### src/rtl/pipeline_hazard_ctrl_pkg.sv
// Shared definitions for the pipeline hazard controller.
// Holds the FSM state encoding, the operand-forward select codes, the
// default mul/div timeout, and the forward-select helper used per source.
package pipeline_hazard_ctrl_pkg;

  typedef logic [0:0] state_t;
  localparam state_t RUN     = 1'b0;
  localparam state_t MD_WAIT = 1'b1;

  localparam logic [1:0] FWD_RF  = 2'd0;
  localparam logic [1:0] FWD_MEM = 2'd1;
  localparam logic [1:0] FWD_WB  = 2'd2;

  localparam int MD_TIMEOUT_DEF = 64;

  // MEM beats WB; x0 never forwards because it is never written.
  function automatic logic [1:0] fwd_sel(input logic [4:0] rs,
                                         input logic [4:0] rd_mem,
                                         input logic       we_mem,
                                         input logic [4:0] rd_wb,
                                         input logic       we_wb);
    logic [1:0] sel;
    sel = FWD_RF;
    if (rs != 5'd0) begin
      if (we_mem && (rd_mem == rs))      sel = FWD_MEM;
      else if (we_wb && (rd_wb == rs))   sel = FWD_WB;
    end
    return sel;
  endfunction

endpackage

### src/rtl/sat_counter.sv
// Width-parameterised saturating event counter.
// Ports: clk, rst (sync, active-high clear), inc (count this cycle),
//        count (current value, holds at all-ones).
module sat_counter #(
  parameter int WIDTH = 32
) (
  input  logic             clk,
  input  logic             rst,
  input  logic             inc,
  output logic [WIDTH-1:0] count
);

  always_ff @(posedge clk) begin
    if (rst)
      count <= '0;
    else if (inc && (count != {WIDTH{1'b1}}))
      count <= count + WIDTH'(1);
  end

endmodule

### src/rtl/pipeline_hazard_ctrl.sv
// Central hazard controller for the 5-stage pipeline.
// Generates stall/bubble/flush controls for load-use, taken redirects and
// multi-cycle mul/div occupancy of EX, plus operand-forward selects and
// saturating stall/flush performance counters.
// Ports:
//   clk, rst                      clock, sync active-high reset
//   rs1_ID/rs2_ID, Rs*_Valid_ID   ID source registers and read flags
//   rd_*/Write_Enable_*           destination + write pending per stage
//   I_Type_Load_EX, MulDiv_EX     EX instruction class
//   Branch_Taken_EX               EX resolved a redirect
//   md_done                       mul/div result valid pulse
//   stall_IF/ID/EX, bubble_EX/MEM, flush_ID  pipeline-register controls
//   md_start                      mul/div launch pulse
//   fwd_rs1/fwd_rs2               0 regfile, 1 MEM, 2 WB
//   md_error                      sticky mul/div timeout flag
//   stall_cnt/flush_cnt           saturating performance counters
module pipeline_hazard_ctrl
  import pipeline_hazard_ctrl_pkg::*;
#(
  parameter int MD_TIMEOUT = MD_TIMEOUT_DEF,
  parameter int CNT_W      = 32
) (
  input  logic             clk,
  input  logic             rst,
  input  logic [4:0]       rs1_ID,
  input  logic [4:0]       rs2_ID,
  input  logic             Rs1_Valid_ID,
  input  logic             Rs2_Valid_ID,
  input  logic [4:0]       rd_EX,
  input  logic [4:0]       rd_MEM,
  input  logic [4:0]       rd_WB,
  input  logic             Write_Enable_EX,
  input  logic             Write_Enable_MEM,
  input  logic             Write_Enable_WB,
  input  logic             I_Type_Load_EX,
  input  logic             MulDiv_EX,
  input  logic             Branch_Taken_EX,
  input  logic             md_done,
  output logic             stall_IF,
  output logic             stall_ID,
  output logic             stall_EX,
  output logic             bubble_EX,
  output logic             bubble_MEM,
  output logic             flush_ID,
  output logic             md_start,
  output logic [1:0]       fwd_rs1,
  output logic [1:0]       fwd_rs2,
  output logic             md_error,
  output logic [CNT_W-1:0] stall_cnt,
  output logic [CNT_W-1:0] flush_cnt
);

  localparam int WAIT_W = (MD_TIMEOUT > 2) ? $clog2(MD_TIMEOUT) : 1;
  localparam logic [WAIT_W-1:0] WAIT_LAST = WAIT_W'(MD_TIMEOUT - 1);

  state_t            state;
  logic [WAIT_W-1:0] wait_cnt;

  logic in_run, in_wait;
  logic load_use, redirect, md_timeout, md_hold;

  assign in_run  = (state == RUN);
  assign in_wait = (state == MD_WAIT);

  // rd_EX != 0 also excludes rs == 0, since a match requires equality.
  assign load_use = in_run && Write_Enable_EX && I_Type_Load_EX && (rd_EX != 5'd0) &&
                    ((Rs1_Valid_ID && (rs1_ID == rd_EX)) ||
                     (Rs2_Valid_ID && (rs2_ID == rd_EX)));
  assign redirect = in_run && Branch_Taken_EX;

  // md_done in the timeout cycle wins, so the timeout only fires without it.
  assign md_timeout = in_wait && !md_done && (wait_cnt == WAIT_LAST);
  assign md_hold    = in_wait && !md_done && !md_timeout;

  // Controls are forced low while rst is asserted.
  always_comb begin
    stall_IF   = 1'b0;
    stall_ID   = 1'b0;
    stall_EX   = 1'b0;
    bubble_EX  = 1'b0;
    bubble_MEM = 1'b0;
    flush_ID   = 1'b0;
    md_start   = 1'b0;
    fwd_rs1    = FWD_RF;
    fwd_rs2    = FWD_RF;
    if (!rst) begin
      // A redirect squashes the ID instruction, so its load-use stall is moot.
      stall_IF   = md_hold || (load_use && !redirect);
      stall_ID   = md_hold || (load_use && !redirect);
      stall_EX   = md_hold;
      bubble_EX  = redirect || load_use;
      bubble_MEM = md_hold;
      flush_ID   = redirect;
      md_start   = in_run && MulDiv_EX;
      fwd_rs1    = fwd_sel(rs1_ID, rd_MEM, Write_Enable_MEM, rd_WB, Write_Enable_WB);
      fwd_rs2    = fwd_sel(rs2_ID, rd_MEM, Write_Enable_MEM, rd_WB, Write_Enable_WB);
    end
  end

  // FSM / wait counter / sticky error
  always_ff @(posedge clk) begin
    if (rst) begin
      state    <= RUN;
      wait_cnt <= '0;
      md_error <= 1'b0;
    end else begin
      case (state)
        RUN: begin
          if (md_start) begin
            state    <= MD_WAIT;
            wait_cnt <= '0;
          end
        end
        MD_WAIT: begin
          if (md_done || md_timeout)
            state <= RUN;
          else
            wait_cnt <= wait_cnt + WAIT_W'(1);
          if (md_timeout)
            md_error <= 1'b1;
        end
        default: state <= RUN;
      endcase
    end
  end

  sat_counter #(.WIDTH(CNT_W)) u_stall_cnt (
    .clk   (clk),
    .rst   (rst),
    .inc   (stall_ID),
    .count (stall_cnt)
  );

  sat_counter #(.WIDTH(CNT_W)) u_flush_cnt (
    .clk   (clk),
    .rst   (rst),
    .inc   (flush_ID),
    .count (flush_cnt)
  );

endmodule

### config.mk
export PLATFORM = sky130hd
export DESIGN_NAME = pipeline_hazard_ctrl
export DESIGN_NICKNAME = d
export VERILOG_FILES = /design/src/rtl/pipeline_hazard_ctrl_pkg.sv /design/src/rtl/sat_counter.sv /design/src/rtl/pipeline_hazard_ctrl.sv
export SDC_FILE = /design/constraint.sdc
export NUM_CORES = 1
export LEC_CHECK = 0
export ABC_AREA = 1
export CAP_MARGIN = 20
export CORE_UTILIZATION = 47
export CTS_BUF_LIST = sky130_fd_sc_hd__clkbuf_8
export DETAILED_ROUTE_END_ITERATION = 10
export PLACE_DENSITY = 0.77
export SYNTH_ARGS = -nofsm -noshare
export SYNTH_HDL_FRONTEND = slang
export SYNTH_SLANG_ARGS = --single-unit
### constraint.sdc
create_clock -name clk -period 1.6 [get_ports clk]
set_input_delay 0.24 -clock clk [delete_from_list [all_inputs] [get_ports clk]]
set_output_delay 0.24 -clock clk [all_outputs]
set_load 0.1 [all_outputs]
==> results of run 1 <==
timing repair:
action / CTS
resized for setup: 153
pin swaps: 35
cloned: 2
setup endpoints to repair: 61
setup buffers: 30
cell families after synthesis:
| logic type | share of synthesized area (%) |
|---|---|
| AND/OR/NAND/NOR | 45.0 |
| XOR/XNOR | 3.96 |
| flip-flops | 29.6 |
| buffers and inverters | 11.1 |
| adder cells (fa/ha/maj) | 0.771 |
| AO/OA/AOI/OAI | 9.61 |
per-stage QoR:
step | std cells | util [%] | TNS, ns
after CTS | 1221 | 90.6 | -9.42
after detailed placement | 1173 | 83.9 | -30.52
after global placement | 1173 | 83.9 | -18.75
after floorplan | 818 | - | -10.11
==> results.cfg, run 1 <==
[outcome]
lastStage = global routing
tool.error = [ERROR DPL-0038] Utilization greater than 100%, impossible to legalize
outcome = aborted with a tool error

[logic_synthesis]
yosysSeqAreaShare_pct = 29.6
ys_ff_latch = 72
netlist_instances = 818
synth_warnings = 0
yosysMostFrequentCell = nand2_1
yosys-top-cells-area = dfxtp_1, nand2_1, nor2_1
synth_top_area_share_pct = 29.6
synth_commonest_cells = nand2_1, nor2_1, inv_1
synth.cell_area_mm2 = 0.00487
synthArstFlopShare_pct = 0
synth_top_cell_by_area = dfxtp_1
synth_edf_count = 0
synthFlopType = dfxtp_1
avgSynthCellArea_um2 = 5.95
synthesis.nets = 857
ys_types = 36

[die]
ios = 112
die_y_um = 104
initial_core_util_pct = 49.1
die_w_um = 104
rows = 36

[timing]
endpoint_type = output port
crit_endpoint = bubble_MEM

[place]
pre_cts_slack_ns = -0.716
place_congestion = 0.997
dpl-instance-area_mm2 = 0.00831
port_buffers = 111
hpwl_um = 14100

[cts]
cts_root_buf = clkbuf_8
clock_path_buffers = 2
hold_buffers = 0
ctsHtreeMaxLevel = 3
clock-sinks = 72
cts_buffers = 9

[global_route]
grt_start_max_net_pins = 25
==> inputs of run 2 (changes only) <==
Settings changed: CORE_UTILIZATION 47 to 40, CTS_BUF_LIST sky130_fd_sc_hd__clkbuf_8 to unset, PLACE_DENSITY 0.77 to unset, PLACE_DENSITY_LB_ADDON set to 0.15.
Clock period 1.6 ns to 2.1 ns, I/O delays scaled along.
==> results.cfg, run 2 <==
[outcome]
outcome = complete, but fails checks
violations = DRC

[critical_path]
path_class = reg2out
crit_fanout = 2
arrival_ns = 1.72
start_kind = flop
startpoint = wait_cnt[1]
r2r-start = wait_cnt[1]
slowest_delay_ns = 0.35
required_ns = 1.78
path_cells = ha_4 > nand2_4 > nor2_4 > nand2_2 > nor2_4 > nor2_2 > nand2_2 > buf_6 > clkinvlp_4 > buf_12
cp_num_buf_inv = 3
cpLargestDelayFamily = simple AND/OR/NAND/NOR gates
cp_slowest_cell = dfxtp_2
end_kind = output pin

[logic_synthesis]
ys_ff_latch = 72
synthArstFlopShare_pct = 0
synth_top_cell_by_area = dfxtp_1
synth_commonest_cells = nand2_1, nor2_1, inv_1
avgSynthCellArea_um2 = 5.95
ys_types = 36
netlist_instances = 818
synth_warnings = 0
yosysSeqAreaShare_pct = 29.6
synthFlopType = dfxtp_1
synthesis.nets = 857
yosys-top-cells-area = dfxtp_1, nand2_1, nor2_1
synth_top_area_share_pct = 29.6
yosysMostFrequentCell = nand2_1
synth.cell_area_mm2 = 0.00487
synth_edf_count = 0

[global_route]
grt_start_max_net_pins = 33
grt_pass1_wl_um = 23500
grt_pass1_vias = 5072
gr-total-overflow = 0
antenna_found_initial = 0
grtUsageTotal_pct = 23.1

[power]
p_leak_nw = 3.04
power_density_mw_per_mm2 = 510
finalPower_mw = 3.53
ir_drop_v = 0.000328

[layout]
finalNetCount = 1007
drive_gt1_share_pct = 25.6
fin_util_pct = 59.6
antenna_cells = 0
final_cell_mix = nand2_1, nor2_1, buf_4
largestRegisters = u_flush_cnt.count (32), u_stall_cnt.count (32), wait_cnt (6)
area_delta_synth_final_pct = 42.1
final_common_cell = nand2_1
n_fill_cell = 1124

[die]
initial_core_util_pct = 41.9
die_w_um = 112
die_y_um = 112
core-area_mm2 = 0.0116
rows = 39
die_area_mm2 = 0.0126
ios = 112

[routing]
dr_total_vias = 5596
drc = 7
postRouteAntennaNets = 0
drt_iter0_drc = 316
wl_per_cell_um = 12.6
routed_wl_um = 14000
viasPerCell = 5.01
dr.pass1.iters = 11

[cts]
cts_root_buf = clkbuf_16
cts_tree = done
clock-sinks = 72
ctsHtreeMaxLevel = 3
cts_buffers = 9
clk_pin_slew_worst_paths_ns = 0.06
clk_latency_ns = 0.34
hold_buffers = 0
clock_path_buffers = 2

[timing]
fin_ws_ns = 0.0675
tightest_slew_ns = 0.433
finalSetupViolCount = 0
clock_skew_ns = 0.00922
fin_crit_sh_pct = 96.8
slew_violations = 0
fin_crit_ns = 2.03
finalSetupTns_ns = 0
hold_violations = 0
max_slew_margin_pct = 70.9
max_freq_mhz = 492
rsz0062_at_grt = yes

[place]
place_congestion = 0.897
pre_cts_slack_ns = -0.163
hpwl_um = 10600
port_buffers = 111

[flow_run]
maxCapViolations = 0

[hold_path]
worstHoldStart = u_flush_cnt.count[0]
hold_class = reg2reg
-- run 2: cell counts after synthesis --
No cell type changed its count.
-- run 2: worst paths after layout --
check,endpoint,depth (start not counted),slack [ns]
worst max-delay path,stall_EX,10,0.07
worst min-delay path,u_flush_cnt.count[0],1,0.46
worst max register to register,u_stall_cnt.count[13],14,0.12
worst min register to register,u_flush_cnt.count[0],1,0.46
-- run 2: area by class of cell --
type	instances	area [um^2]	area share [%]
multi-input cells	624	3000	43.4
flip-flops and latches	72	1510	21.9
repair buffers	161	1510	21.8
inverters	100	384	5.55
clock buffers	12	256	3.71
well taps	143	179	2.59
clock inverters	4	76.3	1.10
-- run 2: worst register-to-register path: cells and delay by family, from the launching register on --
family / cells / cell delay [ns]
AOI/OAI and AO/OA: 1 / 0.13
buffers and inverters: 4 / 0.61
adders and majority gates: 1 / 0.16
DFF: 1 / 0.35
and+or+nand+nor: 8 / 0.62
-- run 2: kinds of logic (layout without fill, tap and decap cells) --
group | count (synthesis) | count (layout) | share of synthesized area, %
buf+inv | 122 | 277 | 11.1
simple gates | 513 | 513 | 45.0
flops | 72 | 72 | 29.6
fa+ha+maj | 3 | 3 | 0.771
compound gates | 86 | 86 | 9.61
xor+xnor | 22 | 22 | 3.96
-- run 2: per-stage QoR --
stage	cells	hold slack, ns	area (um^2)
6_report	1116	0.464	6920
5_1_grt	1116	0.496	6920
4_1_cts	1114	0.464	6860
3_5_place_dp	1087	0.456	6380
3_3_place_gp	1087	0.449	6380
2_1_floorplan	818	0.462	4990
-- run 2: what timing repair did --
item	4_1_cts	5_1_grt
endpoints found under the setup margin	8	23
cloned	1	0
buffers inserted	10	2
pin swaps	9	9
resized for setup	37	10
-- run 2: metal layers --
layer	routed length, um	share of wire (%)	global-route usage [%]	vias up
met2	6440	46	38.1	162
li1	-	-	-	2903
met4	237	1.7	8.98	0
met3	956	6.8	4.91	26
met5	0	0	0	-
met1	6400	46	29.5	2505
-- run 2: power by group --
part           switching, mW  internal (mW)  total, mW
Combinational          0.253          0.180      0.434
Clock                  0.610           1.11       1.72
Sequential           0.00701           1.37       1.38
Total                  0.870           2.66       3.53
(Power assumes the default switching activity.)
